## config.mk

```make
export PLATFORM = sky130hd
export DESIGN_NAME = mult_div_ctrl
export DESIGN_NICKNAME = d
export VERILOG_FILES = /design/src/rtl/mult_div_ctrl.sv
export SDC_FILE = /design/constraint.sdc
export NUM_CORES = 1
export LEC_CHECK = 0
export BUFFER_PORTS_ARGS = -buffer_cell sky130_fd_sc_hd__buf_2
export CORE_AREA = 2 2 247 249
export DETAILED_ROUTE_END_ITERATION = 8
export DIE_AREA = 0 0 249 251
export HOLD_SLACK_MARGIN = 0.12
export PLACE_DENSITY_LB_ADDON = 0.12
export SYNTH_ARGS = -nofsm -noshare
export SYNTH_HDL_FRONTEND = slang
export SYNTH_SLANG_ARGS = --single-unit
```

## constraint.sdc

```tcl
create_clock -name i_clk -period 11.6 [get_ports i_clk]
set_clock_uncertainty 0.1 [all_clocks]
set_input_delay 1.16 -clock i_clk [delete_from_list [all_inputs] [get_ports i_clk]]
set_output_delay 1.16 -clock i_clk [all_outputs]
set_load 0.005 [all_outputs]
```

## src/rtl/mult_div_ctrl.sv

```systemverilog
// Iterative signed multiply/divide sequencer for the HI/LO result path.
// Booth radix-2 multiply or restoring divide, 32 iterations, then a FIX cycle that registers hi/lo.
module mult_div_ctrl (
   input  logic        i_clk,
   input  logic        i_reset,
   input  logic        i_start,
   input  logic        i_op,
   input  logic [31:0] i_a,
   input  logic [31:0] i_b,
   output logic        o_busy,
   output logic        o_done,
   output logic        o_div_zero,
   output logic [31:0] o_hi,
   output logic [31:0] o_lo
);

   localparam logic [1:0] S_IDLE = 2'd0;
   localparam logic [1:0] S_MULT = 2'd1;
   localparam logic [1:0] S_DIV  = 2'd2;
   localparam logic [1:0] S_FIX  = 2'd3;

   logic [1:0]  r_state;
   logic [5:0]  r_cnt;
   logic        r_op;
   logic        r_busy;
   logic        r_done;
   logic        r_div_zero;
   logic [31:0] r_hi;
   logic [31:0] r_lo;

   logic [64:0] r_acc;
   logic [32:0] r_mcand;
   logic        r_booth;

   logic [32:0] r_rem;
   logic [31:0] r_quo;
   logic [32:0] r_divisor;
   logic        r_q_neg;
   logic        r_r_neg;

   logic [32:0] w_upper;
   logic [64:0] w_acc_next;
   logic [33:0] w_div_shift;
   logic [33:0] w_div_diff;
   logic [32:0] w_rem_next;
   logic [31:0] w_quo_next;

   function automatic logic [31:0] f_neg32(input logic [31:0] v);
      return ~v + 32'd1;
   endfunction

   function automatic logic [31:0] f_abs32(input logic [31:0] v);
      if (v[31]) begin
         return f_neg32(v);
      end else begin
         return v;
      end
   endfunction

   // Booth step: {q0, q-1} selects add/subtract of the multiplicand into the upper 33 bits, then arithmetic shift.
   always_comb begin
      w_upper = r_acc[64:32];
      case ({r_acc[0], r_booth})
         2'b01:   w_upper = r_acc[64:32] + r_mcand;
         2'b10:   w_upper = r_acc[64:32] - r_mcand;
         default: w_upper = r_acc[64:32];
      endcase
      w_acc_next = {w_upper[32], w_upper, r_acc[31:1]};
   end

   // Restoring step: bit 33 of the trial difference is its sign.
   always_comb begin
      w_div_shift = {r_rem, r_quo[31]};
      w_div_diff  = w_div_shift - {1'b0, r_divisor};
      if (!w_div_diff[33]) begin
         w_rem_next = w_div_diff[32:0];
         w_quo_next = {r_quo[30:0], 1'b1};
      end else begin
         w_rem_next = w_div_shift[32:0];
         w_quo_next = {r_quo[30:0], 1'b0};
      end
   end

   // Sequencer FSM and result registers.
   always_ff @(posedge i_clk) begin
      if (i_reset) begin
         r_state    <= S_IDLE;
         r_cnt      <= 6'd0;
         r_op       <= 1'b0;
         r_busy     <= 1'b0;
         r_done     <= 1'b0;
         r_div_zero <= 1'b0;
         r_hi       <= 32'd0;
         r_lo       <= 32'd0;
         r_acc      <= 65'd0;
         r_mcand    <= 33'd0;
         r_booth    <= 1'b0;
         r_rem      <= 33'd0;
         r_quo      <= 32'd0;
         r_divisor  <= 33'd0;
         r_q_neg    <= 1'b0;
         r_r_neg    <= 1'b0;
      end else begin
         r_done     <= 1'b0;
         r_div_zero <= 1'b0;
         case (r_state)
            S_IDLE: begin
               if (i_start) begin
                  if (!i_op) begin
                     r_op    <= 1'b0;
                     r_mcand <= {i_a[31], i_a};
                     r_acc   <= {33'd0, i_b};
                     r_booth <= 1'b0;
                     r_cnt   <= 6'd0;
                     r_busy  <= 1'b1;
                     r_state <= S_MULT;
                  end else if (i_b != 32'd0) begin
                     r_op      <= 1'b1;
                     r_divisor <= {1'b0, f_abs32(i_b)};
                     r_quo     <= f_abs32(i_a);
                     r_rem     <= 33'd0;
                     r_r_neg   <= i_a[31];
                     r_q_neg   <= i_a[31] ^ i_b[31];
                     r_cnt     <= 6'd0;
                     r_busy    <= 1'b1;
                     r_state   <= S_DIV;
                  end else begin
                     // Divide-by-zero completes immediately; hi/lo keep their previous result.
                     r_done     <= 1'b1;
                     r_div_zero <= 1'b1;
                  end
               end
            end
            S_MULT: begin
               r_acc   <= w_acc_next;
               r_booth <= r_acc[0];
               r_cnt   <= r_cnt + 6'd1;
               if (r_cnt == 6'd31) begin
                  r_state <= S_FIX;
               end
            end
            S_DIV: begin
               r_rem <= w_rem_next;
               r_quo <= w_quo_next;
               r_cnt <= r_cnt + 6'd1;
               if (r_cnt == 6'd31) begin
                  r_state <= S_FIX;
               end
            end
            S_FIX: begin
               if (!r_op) begin
                  r_hi <= r_acc[63:32];
                  r_lo <= r_acc[31:0];
               end else begin
                  r_lo <= r_q_neg ? f_neg32(r_quo) : r_quo;
                  r_hi <= r_r_neg ? f_neg32(r_rem[31:0]) : r_rem[31:0];
               end
               r_done  <= 1'b1;
               r_busy  <= 1'b0;
               r_cnt   <= 6'd0;
               r_state <= S_IDLE;
            end
            default: begin
               r_busy  <= 1'b0;
               r_state <= S_IDLE;
            end
         endcase
      end
   end

   assign o_busy     = r_busy;
   assign o_done     = r_done;
   assign o_div_zero = r_div_zero;
   assign o_hi       = r_hi;
   assign o_lo       = r_lo;

endmodule

```

==> impl_summary.md <==
Setup path
The worst endpoint required time is 11.89 ns. The critical path data arrival time is between 5 and 6 ns. The startpoint of the most critical register-to-register path is r_acc[0].

The most prevalent standard cell on the critical path is sky130_fd_sc_hd__o21ai_0. The worst setup path startpoint is r_acc[0]. The kind of capture point of the worst setup path is a flip-flop.

Of all nets on the critical path, the largest fanout is 33. The worst-path cell with the longest stage delay is sky130_fd_sc_hd__ha_1. The peak per-stage delay on the critical path is 0.88 ns. The critical path goes through ha_1 -> mux2i_1 -> fa_1 -> a21oi_1 -> o211ai_1 -> a221oi_1 -> o21ai_0 -> a311oi_1 -> o21ai_0 -> a211oi_1 -> xor2_1 -> o22ai_1.

The class of the most critical setup path is flip-flop to flip-flop. The startpoint class of the critical path is a flip-flop.

Power and ir drop
For this design the total switching power over the nets is around 1700 uW. The switching power as a share of total power is 0.418. Power comes to ~4200 uW. The share of power burned in the clock network is 0.278. The internal power component is about 2400 uW. In this run the static leakage power is 0.00795 uW.

The worst voltage drop across the vdd grid is 114 uV. The sequential power share is 0.291. The portion of total power attributed to combinational logic is 0.431.

Power spread over the standard cell area amounts to between 200 and 250 mW/mm^2.

Detailed routing
The met3 wire length is roughly 2600 um. The post-route antenna net violation count is 0. Summed over all layers, the routed wires come to 63400 um. The routed design uses 28400 um of met2 wire. The vias after detailed routing is 16700. The violation count after the first detailed-routing iteration is 1032. The uppermost metal layer occupied by signal nets is met5.

The routed metal-1 wire length is 30200 um. In the routed layout, each cell is associated on average with a via count of 5.25. For this run, the detailed router's first-pass iteration total came to 5.

The routed wire length per instance is 20.0 um. For this run, design rule violations remaining after detail routing come to 0.

Cells and area
The area overhead of the layout relative to synthesis is 13.7%. In the final layout, the share of cells above drive strength 1 is 0.106. The final layout contains 2512 nets. Summing all multi-input logic gate instances after layout gives 0.0115 sq mm.

The number of filler cells placed in the layout is 6376. The sequential cells in the finished layout cover a total of 0.00545 sq mm. The core occupancy in the finished layout is 0.338.

GRT
The first global-routing pass estimated 96500 um of wire. For this run, the total global-route usage over all layers was measured as 0.197. Entering global routing, the biggest net connects 72 pins. The overflow left after global routing is 0.

The initial antenna violation count is 3. The number of global-route vias before repair was 16000.

Job
The number of maximum-capacitance violations is 0.

STA
The final count of pins violating max slew is 0. The slew of the pin with the lowest slew margin is 1.09 ns. Setup repair after global routing left no endpoint under its margin.

Counting I/O delays and the setup requirement, the final critical path takes about 5 ns. The worst slew margin relative to its limit is 0.276. The final setup violation count is 0. Hold is met by between 0.3 and 0.4 ns.

Summed over all failing endpoints, the final setup total negative slack is 0 ns. Derived from the worst setup path, the maximum achievable clock frequency is 206 MHz. The count of final hold-check violations is 0.

The final period utilization is 0.419.

Clock network
In this run, post-CTS hold repair placed 0 buffers. The total clock buffers created by CTS is 35. After clock tree synthesis, the clock-pin slew on the worst setup and hold paths is 0.05 ns. The TritonCTS clock tree is built. No sink is reached through more buffers than the 3 on the longest clock path. In this run the post-CTS setup repair buffer count came out at 0. The insertion delay of the later-clocked pin in the worst-skew pair is 0.55 ns. The H-tree was split into 2 levels. Post-CTS repair changed the size of 0 cells. The clock drives around 270 sinks. In this run the clock root is driven by a sky130_fd_sc_hd__clkbuf_16.

Min path
The path category of the worst min-delay check is flip-flop to flip-flop. The startpoint identified for the worst hold timing path is r_booth.

Logic synthesis
The synthesized area divided by synthesized cell count is ~7.6 sq um. The post-synthesis async set-or-reset flop share is 0. The synthesized netlist occupies a cell area of 0.0178 sq mm. Synthesis inferred 272 register bits.

The synthesized netlist cell count is between 2000 and 2500. The Yosys step of the flow raised 0 warnings. The number of flops mapped to enable cells by yosys is 0.

The number of distinct library cells after synthesis is between 80 and 90. The post-synthesis sequential area ratio is 0.306. In the synthesized netlist the dominant register cell turns out to be sky130_fd_sc_hd__dfxtp_1. Synthesis produced a netlist with a net count of 2469.

Floorplan
The row count is 90. The overall die area is roughly 0.062 sq mm. approximately 140 I/O pins were placed. The die boundary width is 249 um. The die height is 251 um. The core region is 0.0598 sq mm. For this configuration, the core starts out at a cell density of 0.297.

Place
The global placement routability congestion is 0.864. Input and output buffers added on the ports amount to 134. The half-perimeter wire length after detailed placement is 47900 um.

Run status
The run finished with clean final reports.
power by group through the flow:
stage                     logic [uW]  registers [uW]  clock network [uW]
after global placement          1790            1240                   0
after floorplan                 1370            1150                   0
after CTS                       1800            1220                1200
final                           1800            1220                1160
after global routing            2000            1230                1230
after detailed placement        1800            1240                   0
worst max-delay path, delay by kind of cell (launching register included):
| family | cells | cell delay [ns] |
|---|---|---|
| AOI/OAI and AO/OA | 8 | 2.36 |
| DFF | 1 | 0.37 |
| muxes | 1 | 0.29 |
| adders and majority gates | 2 | 1.39 |
| xor gates and xnor gates | 1 | 0.18 |
kinds of logic after synthesis:
family                   after synthesis  synth area share
AO/OA/AOI/OAI                        700             0.248
buffers and inverters                216            0.0487
AND/OR/NAND/NOR                      777             0.197
XOR/XNOR                             201            0.0990
multiplexers                          81            0.0458
adder cells (fa/ha/maj)               77            0.0550
flip-flops                           272             0.306
synth_stat cells, drive strengths merged (3+ instances only):
library cell	instances	area share
nand2	320	0.068
dfxtp	272	0.31
nor2	227	0.048
a21oi	215	0.061
o21ai	142	0.040
clkbuf	130	0.029
xor2	114	0.056
a211oi	109	0.046
xnor2	87	0.043
mux2i	78	0.044
ha	75	0.053
inv	71	0.015
o31ai	44	0.019
nand3	36	0.010
o211ai	35	0.015
a21o	33	0.014
nor3	30	0.0087
and3	25	0.0088
or4	24	0.011
a31oi	23	0.0081
o22ai	21	0.0074
or3	20	0.0071
nand2b	18	0.0063
a22oi	14	0.0059
buf	14	0.0040
nor4	14	0.0049
o41ai	14	0.0069
or2	13	0.0046
nor2b	12	0.0044
and2	10	0.0036
nand4	10	0.0035
a211o	6	0.0030
a32oi	5	0.0025
o21a	5	0.0021
o311ai	5	0.0025
a311oi	4	0.0023
o21bai	4	0.0017
a21boi	3	0.0013
and4	3	0.0015
mux2	3	0.0019
nand3b	3	0.0013
nor4b	3	0.0015
per-layer routing:
metal,up-vias,global-route usage
met3,103,0.0300
met5,-,0
met1,7856,0.264
met2,328,0.318
li1,8388,-
met4,4,0.0771
per-stage QoR:
| stage | setup WS, ns | cells | instance area, sq um |
|---|---|---|---|
| after detailed placement | 6.69 | 3112 | 19000 |
| after CTS | 6.75 | 3173 | 20200 |
| after floorplan | 7.63 | 2324 | 17800 |
| after global routing | 6.35 | 3174 | 20200 |
| after global placement | 6.71 | 3112 | 19000 |
| final | 6.74 | 3174 | 20200 |
final timing paths:
| check | end | cells past startpoint | slack [ns] |
|---|---|---|---|
| worst max-delay path | r_acc[57] | 12 | 6.74 |
| worst min-delay path | r_booth | 2 | 0.36 |
| worst max register to register | r_acc[57] | 12 | 6.74 |
| worst min register to register | r_booth | 2 | 0.36 |
registers in the layout (all words and copies together), names as in the netlist:
register	flops
r_acc	64
r_rem	33
o_hi	32
o_lo	32
r_divisor	32
r_mcand	32
r_quo	32
r_cnt	6
r_state	2
o_busy	1
o_div_zero	1
o_done	1
r_booth	1
r_op	1
r_q_neg	1
r_r_neg	1
layout make-up:
cell class / instances / area share
Multi-Input combinational cell: 1836 / 0.569
Sequential cell: 272 / 0.269
Clock buffer: 50 / 0.0516
Tap cell: 782 / 0.0484
Timing Repair Buffer: 151 / 0.0399
Inverter: 71 / 0.0132
Clock inverter: 11 / 0.00866
Antenna cell: 1 / 0.000124
layout by cell type, fill, tap and decap left out, types with 44 or more instances in the layout:
cell                       synthesis  routed
sky130_fd_sc_hd__nor2_1          227     225
sky130_fd_sc_hd__mux2i_1          78      78
sky130_fd_sc_hd__inv_1            70      69
sky130_fd_sc_hd__nand2_1         320     320
sky130_fd_sc_hd__xnor2_1          87      87
sky130_fd_sc_hd__ha_1             75      73
sky130_fd_sc_hd__o31ai_1          44      44
sky130_fd_sc_hd__buf_2             3     133
sky130_fd_sc_hd__a21oi_1         213     211
sky130_fd_sc_hd__xor2_1          114     114
sky130_fd_sc_hd__dfxtp_1         272     271
sky130_fd_sc_hd__o21ai_0         140     139
sky130_fd_sc_hd__a211oi_1        109     109
Power figures use the tool's default switching activity.
